**config.mk**
```make
export PLATFORM = sky130hd
export DESIGN_NAME = maxpool_2x2_stream
export DESIGN_NICKNAME = d
export VERILOG_FILES = /design/src/rtl/maxpool_pkg.sv /design/src/rtl/maxpool_2x2_stream_max.sv /design/src/rtl/maxpool_2x2_stream.sv
export SDC_FILE = /design/constraint.sdc
export NUM_CORES = 1
export LEC_CHECK = 0
export CAP_MARGIN = 20
export CELL_PAD_IN_SITES_DETAIL_PLACEMENT = 0
export CELL_PAD_IN_SITES_GLOBAL_PLACEMENT = 2
export CORE_UTILIZATION = 33
export DETAILED_ROUTE_END_ITERATION = 8
export PLACE_DENSITY_LB_ADDON = 0.1
export REMOVE_ABC_BUFFERS = 1
export SLEW_MARGIN = 10
export SYNTH_ARGS = -nofsm -noshare
export SYNTH_HDL_FRONTEND = slang
export SYNTH_SLANG_ARGS = --single-unit
```
**constraint.sdc**
```tcl
create_clock -name clk -period 2.79 [get_ports clk]
set_input_delay 0.558 -clock clk [delete_from_list [all_inputs] [get_ports clk]]
set_output_delay 0.558 -clock clk [all_outputs]
set_load 0.03 [all_outputs]
```
**src/rtl/maxpool_pkg.sv**
```systemverilog
// Shared constants for the 2x2 stride-2 int8 max-pool stage.
// Combinational helpers only; no latency.
// No flow control; constants and functions only.
package maxpool_pkg;

   localparam int INT8_W = 8;
   localparam int CNT_W  = 9;

   localparam logic [2:0] SEL_L1 = 3'd0;
   localparam logic [2:0] SEL_L2 = 3'd1;
   localparam logic [2:0] SEL_L3 = 3'd2;
   localparam logic [2:0] SEL_L4 = 3'd3;
   localparam logic [2:0] SEL_L5 = 3'd4;
   localparam logic [2:0] SEL_L6 = 3'd5;

   // Byte lane positions inside the 32-bit window batch
   localparam int LANE_TL = 0;
   localparam int LANE_TR = 1;
   localparam int LANE_BL = 2;
   localparam int LANE_BR = 3;

   // Codes 6 and 7 fall through to the longest line
   function automatic logic [CNT_W-1:0] line_len_of(input logic [2:0] s,
                                                    input int w1, input int w2,
                                                    input int w3, input int w4,
                                                    input int w5, input int w6);
      logic [CNT_W-1:0] len;
      case (s)
         SEL_L1:  len = CNT_W'(w1);
         SEL_L2:  len = CNT_W'(w2);
         SEL_L3:  len = CNT_W'(w3);
         SEL_L4:  len = CNT_W'(w4);
         SEL_L5:  len = CNT_W'(w5);
         default: len = CNT_W'(w6);
      endcase
      return len;
   endfunction

endpackage

```
**src/rtl/maxpool_2x2_stream_max.sv**
```systemverilog
// Registered signed 2-input int8 max with load enable.
// Latency: 1 cycle.
// No backpressure; output holds while en is low.
module com_max_int8
   import maxpool_pkg::*;
(
   input  logic                     clk,
   input  logic                     rst_n,
   input  logic                     en,
   input  logic signed [INT8_W-1:0] a,
   input  logic signed [INT8_W-1:0] b,
   output logic signed [INT8_W-1:0] y
);

   always_ff @(posedge clk or negedge rst_n) begin
      if (!rst_n)  y <= '0;
      else if (en) y <= (a > b) ? a : b;
   end

endmodule

```
**src/rtl/maxpool_2x2_stream.sv**
```systemverilog
// 2x2 stride-2 int8 max-pool over the line-buffer window stream (optional MAXPOOL_STRIDE1_EN).
// Latency: 2 cycles from accepted beat to pool_valid.
// No backpressure: every pool_valid beat must be taken downstream.
module maxpool_2x2_stream
   import maxpool_pkg::*;
#(
   parameter int LINE_W1 = 16,
   parameter int LINE_W2 = 30,
   parameter int LINE_W3 = 58,
   parameter int LINE_W4 = 114,
   parameter int LINE_W5 = 226,
   parameter int LINE_W6 = 450,
   parameter int CNT_W   = 9
)(
   input  logic                     clk,
   input  logic                     rst_n,
   input  logic [2:0]               sel,
   input  logic                     frame_start,
   input  logic                     in_valid,
`ifdef MAXPOOL_STRIDE1_EN
   input  logic                     stride1,
`endif
   input  logic [31:0]              ifm_win2x2_batch,
   output logic signed [INT8_W-1:0] pool_out,
   output logic                     pool_valid,
   output logic                     line_done
);

   logic [2:0]       sel_q, sel_eff;
   logic [CNT_W-1:0] col, col_eff, line_len;
   logic             row_par, row_eff;
   logic             wrap, last_s2, emit_s2, emit, last;
   logic             e1, l1;
   logic signed [INT8_W-1:0] m_top, m_bot;

   // frame_start beat is positioned at col 0 of row 0 under the new sel
   assign sel_eff  = frame_start ? sel  : sel_q;
   assign col_eff  = frame_start ? '0   : col;
   assign row_eff  = frame_start ? 1'b0 : row_par;
   assign line_len = CNT_W'(line_len_of(sel_eff, LINE_W1, LINE_W2, LINE_W3,
                                        LINE_W4, LINE_W5, LINE_W6));

   assign wrap    = (col_eff == line_len - 1'b1);
   assign last_s2 = wrap | (line_len[0] & (col_eff == line_len - 2'd2));
   assign emit_s2 = in_valid & col_eff[0] & row_eff;

`ifdef MAXPOOL_STRIDE1_EN
   logic stride1_q, row_seen, s1_eff, seen_eff;

   assign s1_eff   = frame_start ? stride1 : stride1_q;
   assign seen_eff = frame_start ? 1'b0    : row_seen;
   assign emit     = s1_eff ? (in_valid & (col_eff != '0) & seen_eff) : emit_s2;
   assign last     = s1_eff ? wrap : last_s2;

   always_ff @(posedge clk or negedge rst_n) begin
      if (!rst_n) begin
         stride1_q <= 1'b0;
         row_seen  <= 1'b0;
      end else begin
         if (frame_start) stride1_q <= stride1;
         row_seen <= seen_eff | (in_valid & wrap);
      end
   end
`else
   assign emit = emit_s2;
   assign last = last_s2;
`endif

   always_ff @(posedge clk or negedge rst_n) begin
      if (!rst_n) begin
         sel_q   <= '0;
         col     <= '0;
         row_par <= 1'b0;
      end else begin
         if (frame_start) sel_q <= sel;
         if (in_valid) begin
            col     <= wrap ? '0 : col_eff + 1'b1;
            row_par <= wrap ? ~row_eff : row_eff;
         end else begin
            col     <= col_eff;
            row_par <= row_eff;
         end
      end
   end

   always_ff @(posedge clk or negedge rst_n) begin
      if (!rst_n) begin
         e1         <= 1'b0;
         l1         <= 1'b0;
         pool_valid <= 1'b0;
         line_done  <= 1'b0;
      end else begin
         e1         <= emit;
         l1         <= emit & last;
         pool_valid <= e1;
         line_done  <= e1 & l1;
      end
   end

   com_max_int8 u_max_top (
      .clk   (clk),
      .rst_n (rst_n),
      .en    (in_valid),
      .a     (ifm_win2x2_batch[LANE_TL*INT8_W +: INT8_W]),
      .b     (ifm_win2x2_batch[LANE_TR*INT8_W +: INT8_W]),
      .y     (m_top)
   );

   com_max_int8 u_max_bot (
      .clk   (clk),
      .rst_n (rst_n),
      .en    (in_valid),
      .a     (ifm_win2x2_batch[LANE_BL*INT8_W +: INT8_W]),
      .b     (ifm_win2x2_batch[LANE_BR*INT8_W +: INT8_W]),
      .y     (m_bot)
   );

   // Output only reloads on emitting beats so it holds across non-emits
   com_max_int8 u_max_out (
      .clk   (clk),
      .rst_n (rst_n),
      .en    (e1),
      .a     (m_top),
      .b     (m_bot),
      .y     (pool_out)
   );

endmodule

```
==> summary.txt <==
Run status
  – Status: finished clean

GRT
  – First-pass GRT wire length: 11.4 mm
  – Antenna violations before repair: 0
  – Total gr overflow: 0
  – Vias in the first global route: about 2.4k
  – GRT Util Overall: 14.9%
  – Largest net degree at the start of global routing: 42

CTS
  – H-tree depth: 2
  – Clock slew at reported path FFs: 80 ps
  – Max Buffers Root-to-Sink: 2
  – TritonCTS clock tree: yes
  – Clk Latency, worst-skew pair: 290 ps
  – Postcts setup bufs: 0
  – Clk sinks: 41
  – Root Buffer: clkbuf_8
  – TritonCTS buffer count: 5

Worst setup path
  – Crit start category: input port
  – Crit Path Category: input port to flop
  – Critical Path AT: 2650 ps
  – R2r setup slk: ~550 ps
  – Crit-path max FO: 4
  – Crit-path cells: clkdlybuf4s50_1 > mux2_4 > nor2_1 > nand2_1 > ha_1 > o21ai_0 > a2111oi_2 > and4_1 > buf_4 > o22ai_1
  – Reg2reg path depth: 7
  – Required time worst endpoint: 2970 ps
  – Crit end category: flop
  – Slowest CP cell: clkdlybuf4s50_1
  – Worst path max stage delay: 450 ps

Timing
  – Min Hold Slack: 394 ps
  – Setup TNS Final: 0 ps
  – Final Max Tran Viols: 0
  – Achievable Freq: 405 MHz
  – Slew headroom: between 30 and 40%
  – Worst Skew: ~6.4 ps
  – Tcrit/Tclk final: approximately 89%
  – # setup viols final: 0
  – Minimum clock period: 2470 ps
  – RSZ-0062 raised after global routing: false
  – Worst Tran Pin Value: 920 ps
  – Fin. Hold Viols: 0

Logic synthesis
  – Multiplexer area fraction after synthesis: 10.1%
  – Post-synthesis compound-gate area fraction: 15.8%
  – Yosys warnings: 0
  – EDFF count, synth: 0
  – Yosys cell types: 41
  – Top_reg_cell synth: dfrtp_1
  – Adder and majority gate portion of the synthesized area: 10.9%
  – Area share of and/or/nand/nor cells after synthesis: around a fifth
  – FFs w/ async S/R, synth: 100%
  – Avg Cell Area, Syn: ~9.3 um^2
  – Mapped Cells: 322
  – Largest family of logic cells by synthesized area: simple AND/OR/NAND/NOR gates
  – Yosys reg bits: a little over 40
  – Mapped Area: 2990 um^2
  – Synth Area in XOR/XNOR: 3.52%
  – Seq/Total Area, Yosys: 34.3%

Pwr
  – P per Cell Area: between 400 and 500 nW/um^2
  – Total power: 1.81 mW
  – VDD IR-drop max: 0.315 mV
  – Static Leak: 1.78 nW

Finish
  – Commonest non-fill, non-tap cell in the layout: clkdlybuf4s50_1
  – ANT cells: 0
  – Area grow syn2layout: 28.6%
  – Nets: between 400 and 500
  – Fin util: 43.8%
  – Fraction of layout cells with a size suffix above 1: 11.7%
  – Most frequent cells in the layout: clkdlybuf4s50_1, dfrtp_1, nor2_1
  – Fillers: approximately 920

Detailed routing
  – Via density: about 5
  – DRT antenna net count: 0
  – WL final: between 6 and 7 mm
  – DRC: 0
  – Wire per inst: about 14 um
  – Initial DRT Pass Iterations: 4
  – Drt initial violations: 74
  – Via Count: between 2k and 2.5k

Floorplan
  – Area of the die: 9440 um^2
  – Core box area: 8760 um^2
  – Die Span X: about 97 um
  – Die height: approximately 100 um
  – IO Pins: between 40 and 50
  – Initial core utilization: between 30% and 40%
  – Core Rows: 34

Placed design
  – RePlAce Congestion: 0.827
  – Hpwl dp: 5.47 mm
  – IO buf count: 48

Job
  – Max-capacitance violation count: 0

Worst hold path
  – Min-Delay Path Class: input port to asynchronous set/reset pin
## report_power, final
part | internal, mW | switching (mW) | total, mW
logic | 0.284 | 0.271 | 0.555
registers | 0.640 | 0.0529 | 0.693
clock network | 0.356 | 0.211 | 0.567
## cells by family after synthesis
kind of cell,Yosys count
compound gates,64
simple gates,104
mux,29
fa+ha+maj,26
flops,41
xor+xnor,12
buf+inv,46
## Yosys cell counts (4+ instances only)
cell / n / area share (%)
inv_1: 27 / 3.4
nor2b_1: 25 / 5.2
xnor2_1: 9 / 2.6
o21ai_0: 5 / 0.84
a211oi_1: 16 / 4.0
ha_1: 26 / 11
and4_1: 6 / 1.8
clkbuf_1: 10 / 1.3
a21oi_1: 15 / 2.5
nor3_1: 5 / 0.84
a221oi_1: 16 / 4.7
buf_1: 4 / 0.50
nand2_1: 8 / 1.0
nand2b_1: 4 / 0.84
dfrtp_1: 41 / 34
nor2_1: 39 / 4.9
and2_1: 4 / 0.84
mux2i_1: 25 / 8.4
## area by class of cell
type,instances,area [um^2],area share [%]
multi-input combinational,235,1760,45.9
sequential,41,1030,26.7
timing repair buffer,75,681,17.7
tap,108,135,3.52
inverter,27,101,2.64
clock buffer,5,68.8,1.79
clock inverter,3,65.1,1.69
## worst paths after layout
| path | from | end |
|---|---|---|
| worst max-delay path | sel[2] | col[2]$_DFF_PN0_ |
| worst min-delay path | rst_n | col[5]$_DFF_PN0_ |
| worst max register to register | u_max_bot.y[5]$_DFFE_PN0P_ | u_max_out.y[6]$_DFFE_PN0P_ |
| worst min register to register | l1$_DFF_PN0_ | line_done$_DFF_PN0_ |
| max in group asynchronous | rst_n | u_max_out.y[2]$_DFFE_PN0P_ |
| min in group clk | l1$_DFF_PN0_ | line_done$_DFF_PN0_ |
## timing repair
item | in CTS | in global routing
hold buffers | 0 | 0
setup endpoints to repair | 0 | 8
gates resized for setup | 0 | 1
hold endpoints to repair | 0 | 0
## per-layer routing
layer,vias to the layer above,track usage (%),wire length (um),share of wire (%)
met5,-,0,0,0
met3,6,2.59,157,2.3
met2,32,26.4,3420,51
li1,1279,-,-,-
met1,1160,18.5,3060,46
met4,0,3.79,78,1.2
## flip-flops by register name, summed over array words and instances (netlist names)
| signal | count |
|---|---|
| sel_q | 3 |
| line_done | 1 |
| u_max_bot.y | 8 |
| row_par | 1 |
| u_max_out.y | 8 |
| l1 | 1 |
| pool_valid | 1 |
| u_max_top.y | 8 |
| e1 | 1 |
| col | 9 |
## per-stage QoR
step | worst slack (ps) | cell area, um^2 | cells
global route | 137 | 3840 | 494
CTS | 116 | 3840 | 494
floorplan | 464 | 2890 | 303
global placement | -168 | 3700 | 486
detailed placement | -201 | 3700 | 486
finish | 318 | 3840 | 494
## critical path: cells and delay by family
| family | cells | cell delay, ps |
|---|---|---|
| adder cells (fa/ha/maj) | 1 | 300 |
| AO/OA/AOI/OAI | 3 | 470 |
| multiplexers | 1 | 290 |
| AND/OR/NAND/NOR | 3 | 440 |
| buffers and inverters | 2 | 590 |
(Power assumes the default switching activity.)
